==> src/rtl/reg_file_pkg.sv <==
// Shared constants and helpers for the register file with integrated scoreboard.
// Helpers work on maximum-sized vectors so any legal parametrisation can cast in and out.
package reg_file_pkg;
  localparam int DEFAULT_DATA_WIDTH = 32;
  localparam int DEFAULT_ADDR_WIDTH = 5;
  localparam int DEFAULT_NUM_READ   = 2;

  localparam int MAX_ADDR_WIDTH = 8;
  localparam int MAX_NUM_READ   = 4;
  localparam int MAX_DEPTH      = 1 << MAX_ADDR_WIDTH;
  localparam int COUNT_WIDTH    = MAX_ADDR_WIDTH + 1;
  localparam int READ_BUS_WIDTH = MAX_NUM_READ * MAX_ADDR_WIDTH;

  // Extracts read port 'port' from a packed index bus whose slices are 'width' bits wide.
  function automatic logic [MAX_ADDR_WIDTH-1:0] read_slice(
    input logic [READ_BUS_WIDTH-1:0] bus,
    input int                        port,
    input int                        width
  );
    logic [READ_BUS_WIDTH-1:0] shifted;
    shifted = bus >> (port * width);
    return shifted[MAX_ADDR_WIDTH-1:0];
  endfunction

  function automatic logic [COUNT_WIDTH-1:0] popcount(input logic [MAX_DEPTH-1:0] vec);
    logic [COUNT_WIDTH-1:0] cnt;
    cnt = '0;
    for (int i = 0; i < MAX_DEPTH; i++) begin
      cnt = cnt + COUNT_WIDTH'(vec[i]);
    end
    return cnt;
  endfunction
endpackage

==> src/rtl/reg_file_scoreboard.sv <==
// Pending-write scoreboard: one bit per register, set on allocate, cleared on write.
// Allocation beats a same-cycle release since the newly issued producer supersedes the old one.
module reg_file_scoreboard import reg_file_pkg::*; #(
  parameter int ADDR_WIDTH = DEFAULT_ADDR_WIDTH,
  parameter int ZERO_REG   = 1
) (
  input  logic                       clk,
  input  logic                       rst,
  input  logic                       rel1_en,
  input  logic [ADDR_WIDTH-1:0]      rel1_reg,
  input  logic                       rel2_en,
  input  logic [ADDR_WIDTH-1:0]      rel2_reg,
  input  logic                       alloc_en,
  input  logic [ADDR_WIDTH-1:0]      alloc_reg,
  output logic [(1<<ADDR_WIDTH)-1:0] pending,
  output logic [ADDR_WIDTH:0]        pending_count
);
  localparam int DEPTH = 1 << ADDR_WIDTH;

  logic [DEPTH-1:0]    pending_d, pending_q;
  logic [ADDR_WIDTH:0] count_d, count_q;

  always_comb begin
    pending_d = pending_q;
    if (rel1_en) pending_d[rel1_reg] = 1'b0;
    if (rel2_en) pending_d[rel2_reg] = 1'b0;
    if (alloc_en && !(ZERO_REG != 0 && alloc_reg == '0)) pending_d[alloc_reg] = 1'b1;
    count_d = (ADDR_WIDTH+1)'(popcount(MAX_DEPTH'(pending_d)));
  end

  always_ff @(posedge clk) begin
    if (rst) begin
      pending_q <= '0;
      count_q   <= '0;
    end else begin
      pending_q <= pending_d;
      count_q   <= count_d;
    end
  end

  assign pending       = pending_q;
  assign pending_count = count_q;
endmodule

==> src/rtl/reg_file_sb.sv <==
// Register file with two write ports, bypassed combinational reads and per-read busy flags.
// Port 2 (late load) wins write collisions; outputs are forced to zero while RESET is high.
module reg_file_sb import reg_file_pkg::*; #(
  parameter int DATA_WIDTH = DEFAULT_DATA_WIDTH,
  parameter int ADDR_WIDTH = DEFAULT_ADDR_WIDTH,
  parameter int NUM_READ   = DEFAULT_NUM_READ,
  parameter int ZERO_REG   = 1
) (
  input  logic                           CLK,
  input  logic                           RESET,
  input  logic                           WRITEENABLE1,
  input  logic [ADDR_WIDTH-1:0]          WRITEREG1,
  input  logic [DATA_WIDTH-1:0]          WRITEDATA1,
  input  logic                           WRITEENABLE2,
  input  logic [ADDR_WIDTH-1:0]          WRITEREG2,
  input  logic [DATA_WIDTH-1:0]          WRITEDATA2,
  input  logic [NUM_READ*ADDR_WIDTH-1:0] READREG,
  output logic [NUM_READ*DATA_WIDTH-1:0] REGOUT,
  output logic [NUM_READ-1:0]            BUSY,
  input  logic                           ALLOCENABLE,
  input  logic [ADDR_WIDTH-1:0]          ALLOCREG,
  output logic [ADDR_WIDTH:0]            PENDINGCOUNT
);
  localparam int DEPTH = 1 << ADDR_WIDTH;

  logic [DATA_WIDTH-1:0] regs_d [DEPTH];
  logic [DATA_WIDTH-1:0] regs_q [DEPTH];
  logic                  we1, we2;
  logic [DEPTH-1:0]      pending;
  logic [ADDR_WIDTH:0]   pending_count;

  // Writes to a hardwired x0 vanish here, so neither storage, bypass nor scoreboard sees them.
  assign we1 = WRITEENABLE1 && !(ZERO_REG != 0 && WRITEREG1 == '0);
  assign we2 = WRITEENABLE2 && !(ZERO_REG != 0 && WRITEREG2 == '0);

  always_comb begin
    regs_d = regs_q;
    if (we1) regs_d[WRITEREG1] = WRITEDATA1;
    if (we2) regs_d[WRITEREG2] = WRITEDATA2;
  end

  always_ff @(posedge CLK) begin
    if (RESET) regs_q <= '{default: '0};
    else       regs_q <= regs_d;
  end

  reg_file_scoreboard #(
    .ADDR_WIDTH (ADDR_WIDTH),
    .ZERO_REG   (ZERO_REG)
  ) u_scoreboard (
    .clk           (CLK),
    .rst           (RESET),
    .rel1_en       (we1),
    .rel1_reg      (WRITEREG1),
    .rel2_en       (we2),
    .rel2_reg      (WRITEREG2),
    .alloc_en      (ALLOCENABLE),
    .alloc_reg     (ALLOCREG),
    .pending       (pending),
    .pending_count (pending_count)
  );

  for (genvar k = 0; k < NUM_READ; k++) begin : g_read
    logic [ADDR_WIDTH-1:0] idx;
    logic [DATA_WIDTH-1:0] dat;
    logic                  bsy, hit1, hit2;

    assign idx  = ADDR_WIDTH'(read_slice(READ_BUS_WIDTH'(READREG), k, ADDR_WIDTH));
    assign hit1 = we1 && (WRITEREG1 == idx);
    assign hit2 = we2 && (WRITEREG2 == idx);

    always_comb begin
      dat = '0;
      bsy = 1'b0;
      if (!RESET && !(ZERO_REG != 0 && idx == '0)) begin
        if (hit2)      dat = WRITEDATA2;
        else if (hit1) dat = WRITEDATA1;
        else           dat = regs_q[idx];
        // A write presented this cycle releases the operand immediately.
        bsy = pending[idx] && !hit1 && !hit2;
      end
    end

    assign REGOUT[k*DATA_WIDTH +: DATA_WIDTH] = dat;
    assign BUSY[k] = bsy;
  end

  assign PENDINGCOUNT = RESET ? '0 : pending_count;
endmodule
==> config.mk <==
export PLATFORM = sky130hd
export DESIGN_NAME = reg_file_sb
export DESIGN_NICKNAME = d
export VERILOG_FILES = /design/src/rtl/reg_file_pkg.sv /design/src/rtl/reg_file_scoreboard.sv /design/src/rtl/reg_file_sb.sv
export SDC_FILE = /design/constraint.sdc
export NUM_CORES = 2
export LEC_CHECK = 0
export CAP_MARGIN = 40
export CORE_UTILIZATION = 45
export CTS_BUF_LIST = sky130_fd_sc_hd__clkbuf_8 sky130_fd_sc_hd__clkbuf_16
export DETAILED_ROUTE_END_ITERATION = 6
export DONT_BUFFER_PORTS = 1
export PLACE_DENSITY_LB_ADDON = 0.25
export SYNTH_ARGS = -nofsm -noshare
export SYNTH_HDL_FRONTEND = slang
export SYNTH_HIERARCHICAL = 1
export SYNTH_SLANG_ARGS = --single-unit
==> constraint.sdc <==
create_clock -name CLK -period 10.8 [get_ports CLK]
set_input_delay 3.24 -clock CLK [delete_from_list [all_inputs] [get_ports CLK]]
set_output_delay 3.24 -clock CLK [all_outputs]
set_load 0.02 [all_outputs]
---- Yosys cells after proc, flatten, opt, wreduce, memory -nomap -nowiden ----
Cells that the tools add are included.
operators by class
  add/subtract/negate cells ............... 31
  magnitude comparators ................... 14
  equal/unequal tests ..................... 4
  multiplexer cells ....................... 36
  bitwise gates (word level) .............. 9
  reductions and logical operators ........ 33
operators by type and width
  operator                                                                number
  1024-bit bitwise mux                                                    2
  1024-bit 2-to-1 mux                                                     2
  32-bit 2-to-1 mux                                                       15
  32-bit binary-select mux with 5-bit select                              2
  32-bit demux with 5-bit select                                          2
  6-bit by 1-bit adder with 6-bit output                                  30
  32-bit AND                                                              2
  32-bit NOT                                                              2
  32-bit bitwise OR                                                       1
  5-bit by 6-bit < comparator with 1-bit output (second input constant)   5
  5-bit logical NOT                                                       5
  6-bit >= comparator (second input constant)                             4
  5-bit NOT with 6-bit output                                             4
  5-bit equality test                                                     4
  1-bit logical AND                                                       18
  1-bit demux with 5-bit select                                           3
  5-bit by 1-bit >= comparator with 1-bit output (second input constant)  3
  6-bit by 1-bit < comparator with 1-bit output (second input constant)   2
  1-bit binary-select mux with 5-bit select                               2
  1-bit logical NOT                                                       10
  1-bit 2-to-1 mux                                                        7
  6-bit 2-to-1 mux                                                        1
  1-bit by 1-bit adder with 2-bit output                                  1
word-level totals
  flip-flop bits (word level) ............. 1062
  bits of input ports ..................... 94
  word-level logic and storage cells ...... 161

---- Depth between registers and ports, before layout ----
  depth after elaboration ................. 42
  depth in mapped cells ................... 22
  gate-level depth less buffers ........... 20

---- By module ----
The synthesis kept the hierarchy.
by module, submodules not included
  module               instances  cells an instance  area each (µm²)
  reg_file_sb          1          7206               64022.7
  reg_file_scoreboard  1          292                2681.3

---- Worst setup path before layout ----
No wires, ideal clock.
  kind .................................... input -> register
  start ................................... in WRITEREG1[0]
  end ..................................... reg u_scoreboard.count_q[4], in the netlist u_scoreboard/pending_count[4]
  arrival ................................. 8.828 ns
  data required time ...................... 10.679 ns
  path slack .............................. 1.851 ns
  stages .................................. 21
  path buffers ............................ 2
  cells stage by stage .................... buf_4 -> or2_4 -> buf_6 -> o21ai_4 -> inv_1 -> or4bb_1 -> nor2_1 -> o22ai_1 -> fa_1 -> inv_1 -> fa_1 -> fa_1 -> inv_1 -> fa_1 -> fa_1 -> fa_1 -> ha_1 -> fa_1 -> a21o_1 -> a21oi_1 -> mux2_2
between the ends
  elaborated cells on any way between the ends .. 46
  those cells by class .................... add/sub: 31; order compare: 2; mux: 5; bitwise: 4; reduce/logical: 4
RTL lines
  what                                                       line                       RTL
  from (decl)                                                reg_file_sb.sv:12          input logic [ADDR_WIDTH-1:0] WRITEREG1,
  5-bit logical NOT (*)                                      reg_file_sb.sv:33          assign we1 = WRITEENABLE1 && !(ZERO_REG != 0 && WRITEREG1 == '0);
  1-bit logical NOT (*)                                      reg_file_sb.sv:33
  1-bit logical AND (*)                                      reg_file_sb.sv:33
  net we1                                                    reg_file_sb.sv:28          logic we1, we2;
  32-bit 2-to-1 mux (*)                                      reg_file_scoreboard.sv:25  if (rel1_en) pending_d[rel1_reg] = 1'b0;
  32-bit AND (no source line)                                -
  32-bit 2-to-1 mux (*)                                      reg_file_scoreboard.sv:26  if (rel2_en) pending_d[rel2_reg] = 1'b0;
  32-bit bitwise OR (no source line)                         -
  32-bit 2-to-1 mux (*)                                      reg_file_scoreboard.sv:27  if (alloc_en && !(ZERO_REG != 0 && alloc_reg == '0)) pending_d[alloc_reg] = 1'b1;
  net u_scoreboard.pending_d[9]                              reg_file_scoreboard.sv:20  logic [DEPTH-1:0] pending_d, pending_q;
  6-bit by 1-bit adder with 6-bit output (*) (23 in series)  reg_file_pkg.sv:29         cnt = cnt + COUNT_WIDTH'(vec[i]);
  to (signal assigned)                                       reg_file_scoreboard.sv:37  count_q <= count_d;
  to (decl)                                                  reg_file_scoreboard.sv:21  logic [ADDR_WIDTH:0] count_d, count_q;
Mark *: on every way through the listed nets, which the timed path passes. The rest lies on a longest branch.
A chain may end at the register's enable or synchronous reset.

---- Final worst setup path ----
  start ................................... in READREG[2]
  end ..................................... out REGOUT[0]
between the ends
  cells in the longest elaborated chain, start to end .. 7
  elaborated cells on any way between the ends .. 14
  those cells by class .................... eq/ne: 2; mux: 6; bitwise: 1; reduce/logical: 5
RTL lines
  what                                                   line               RTL
  from (decl)                                            reg_file_sb.sv:17  input logic [NUM_READ*ADDR_WIDTH-1:0] READREG,
  5-bit NOT with 6-bit output (not written as such)      reg_file_sb.sv:78  else dat = regs_q[idx];
  32-bit binary-select mux with 5-bit select             reg_file_sb.sv:78
  32-bit 2-to-1 mux (not written as such) (2 in series)  reg_file_sb.sv:78
  32-bit 2-to-1 mux                                      reg_file_sb.sv:77  else if (hit1) dat = WRITEDATA1;
  32-bit 2-to-1 mux                                      reg_file_sb.sv:76  if (hit2) dat = WRITEDATA2;
  32-bit 2-to-1 mux (*)                                  reg_file_sb.sv:75  if (!RESET && !(ZERO_REG != 0 && idx == '0)) begin
  to (decl)                                              reg_file_sb.sv:18  output logic [NUM_READ*DATA_WIDTH-1:0] REGOUT,
Mark *: on every way between the ends. The rest lies on a longest branch, timed or not. The select of a mux whose other input is x is not followed.

==> flow_summary.ini <==
[synth]
synth_edf_count = 0
synth_async_sr_flop_share = 0
post-synth-top-area-fraction = 0.319
dominantRegCellSynth = dfxtp_1
synth.top_cells.by_area = dfxtp_1 32%, mux2i_1 24%, a211oi_1 9.3%, nor2_1 6.1%, mux4_2 5.2%
synth-seq-area-share = 0.319
yosys_warnings = 6
ffs_latches_synth = 1062
synth.net_count = 7623
synth_top_area_cell = dfxtp_1
yosys.cell_types.count = 71
syn_inst = 7498
post_synth_instance_area_sq_mm = 0.0667
synthesis.area_per_instance_sq_um = 8.90

[sta]
maxClockFrequency_ghz = 0.0986
slew_headroom = -3.50
timing_hold_violations_final = 0
layout_worst_path_cycle_share = 0.939
setup-tns-final_ns = 0
finalWorstSetupSlack_ns = 0.658
timing.final.setup_violations = 0
clock-skew-final_ns = 0.0155
report.final.slew_viol_count = 1005
worst-slew-pin-transition_ns = 6.76
rsz0062_at_grt = false
minimum_clock_period_after_layout_ns = 10.14

[worst_setup_path]
worst_path_largest_cell_delay_ns = 0.84
critical_path_peak_fanout = 146
critical_path.startpoint_type = input port
timing.critical_path.arrival_ns = 6.90
crit_type = in2out
worst_setup_path_end_kind = primary output
cpMostUsedCell = buf_16
critical_path_buf_inv_count = 3
crit_family = buffers and inverters
crit_path_top_delay_cell = o31ai_1
critical_path.cell_chain = buf_16 -> buf_16 -> mux4_2 -> o211ai_1 -> nand3_1 -> nor3_1 -> o31ai_1 -> buf_4
cp_data_required_time_ns = 7.56

[drt]
drtAntennaViolNets = 0
wire_per_inst_um = 30.6
totalWireLength_um = 270000
dr_vias_cell = 6.96
drt_pass1_iterations = 6
detail_route.drc_violations = 0
detail_route.iter0.violations = 9135
route.vias.total = 61400

[cells_and_area]
utilization = 0.484
stdcell_area_sq_mm = 0.0708
n_antenna_cell = 0
areaGrowthSynthToFinish_pct = 6.21
final_cells = 8827
post_route_cells_drive_above_1_share = 0.0946
nets = 6939

[place]
dp_slack_ns = 1.40
routabilityCongestion = 0.941
place_hpwl_um = 155000
area_of_placed_instances_sq_mm = 0.0666
dp_cells = 8600
buffer_ports.inserted = 0

[clocking]
cts_root_buf = clkbuf_16
clock-sinks = 1062
cts_hold_repair.buffers = 0
post_cts_resize_count = 0
tritoncts = done
cts_setup_buffers = 0
cts_inserted_buffers = 117
clkLatencyLatePin_ns = 0.74
clockBufferDepth = 3
clk_pin_slew_ns = 0.06
cts.htree.levels = 3

[grt]
global_route.usage.total = 0.341
grt_antenna_before_repair = 5
gr-total-overflow = 0
pin_count_of_the_biggest_net_entering_global_routing = 1076
first_pass_grt_wire_length_um = 389000
grt_pass1_vias = 56500

[power_and_ir_drop]
cellPowerDensity_mw_per_mm2 = 129
leakage_nw = 26.5
vdd_drop_max_uv = 139

[run_status]
run_status = complete, but fails checks
violations_in_the_final_reports = slew limit

[run]
maximum_capacitance_violations = 0

[floorplanning]
die-width_um = 387
die_height_um = 387
die_footprint_sq_mm = 0.150
ioPinCount = 166
placeableCoreArea_sq_mm = 0.146
std_cell_rows = 140
start_util = 0.456

[min_path]
holdCritPathClass = reg2reg
-- flip-flops by register name (all words and copies together) (netlist names) --
register and cells:
regs_q 1024, u_scoreboard/pending 32, u_scoreboard/pending_count 6
-- cells by family (layout without fill, tap and decap cells) --
group | count (synthesis) | in the layout | synth area share
muxes | 1733 | 1733 | 0.289
adders and majority gates | 31 | 31 | 0.00852
AOI/OAI and AO/OA | 1861 | 1861 | 0.200
and+or+nand+nor | 1779 | 1779 | 0.113
buffers and inverters | 1011 | 423 | 0.0677
DFF | 1062 | 1062 | 0.319
xor gates and xnor gates | 21 | 21 | 0.00276
-- worst paths after layout --
check,start,endpoint,slack [ns],cells after the start
setup / recovery,READREG[2],REGOUT[0],0.66,8
hold / removal,regs_q[1019],regs_q[1019],0.48,1
setup reg to reg,u_scoreboard/pending[19],u_scoreboard/pending_count[4],5.45,14
hold reg to reg,regs_q[1019],regs_q[1019],0.48,1
-- worst reg2reg max path: stages (launching register included) --
cell and delay (ns):
dfxtp_1 0.38, o21ai_0 0.14, o22a_1 0.21, fa_1 0.57
fa_1 0.43, inv_1 0.16, fa_1 0.47, fa_1 0.59
fa_1 0.45, fa_1 0.48, ha_1 0.25, fa_1 0.46
a21o_1 0.17, a21oi_1 0.16, mux2_2 0.34
-- placed cells by master, fill, tap and decap left out, drive strengths merged, types with 51 or more instances in the layout --
cell / instances
mux2i: 1573
nor2b: 59
clkbuf: 158
nand2: 375
a22oi: 64
nor2: 1091
nand3: 95
a221oi: 62
mux4: 155
o22ai: 297
o21ai: 224
inv: 51
a311oi: 167
a21oi: 75
a211oi: 825
dfxtp: 1062
buf: 177
-- metrics by stage --
| stage | power [mW] | hold WS [ns] |
|---|---|---|
| final | 9.15 | 0.478 |
| after global routing | 9.32 | 0.490 |
| after CTS | 9.06 | 0.478 |
| after detailed placement | 4.80 | 0.467 |
| after global placement | 4.79 | 0.463 |
| after floorplan | 4.86 | 0.451 |
-- metal layers --
metal	track usage	vias to the layer above	wire [um]
li1	-	26500	-
met3	0.104	776	34500
met2	0.496	4030	114000
met5	0	-	23
met1	0.461	30100	110000
met4	0.147	4	11700
-- report_power, final --
part | internal [mW] | switching (mW) | total, mW | leakage [nW]
registers | 4.00 | 0.0568 | 4.05 | 8.58
logic | 0.323 | 0.436 | 0.760 | 15.8
clock network | 2.53 | 1.80 | 4.34 | 2.13
-- synthesized netlist by cell type (5+ instances only) --
master,n
a211oi_1,825
a21oi_1,75
a221oi_1,62
a22oi_1,64
a311oi_1,167
and2_1,5
and3_1,6
buf_1,33
buf_2,194
buf_4,80
buf_6,21
clkbuf_1,644
clkbuf_2,14
dfxtp_1,1062
fa_1,24
ha_1,7
inv_1,24
mux2_2,5
mux2i_1,1573
mux4_2,155
nand2_1,375
nand2b_1,17
nand3_1,93
nand4_1,9
nand4b_1,13
nand4bb_1,11
nor2_1,1076
nor2_2,12
nor2b_1,57
nor3_1,34
nor3_2,6
nor4_1,35
o211a_1,31
o211ai_1,31
o21ai_0,188
o21ai_1,34
o22a_1,13
o22ai_1,297
o31ai_1,28
o31ai_2,6
o32ai_1,30
or2_2,6
xnor2_1,13
xor2_1,8
-- final cells by class --
cell class	count	area, sq um
Clock buffer	152	3440
Sequential cell	1062	21300
Multi-Input combinational cell	5425	41300
Timing Repair Buffer	184	1750
Clock inverter	63	646
Fill cell	13600	75600
Tap cell	1917	2400
Inverter	24	90.1
(Power assumes the default switching activity.)
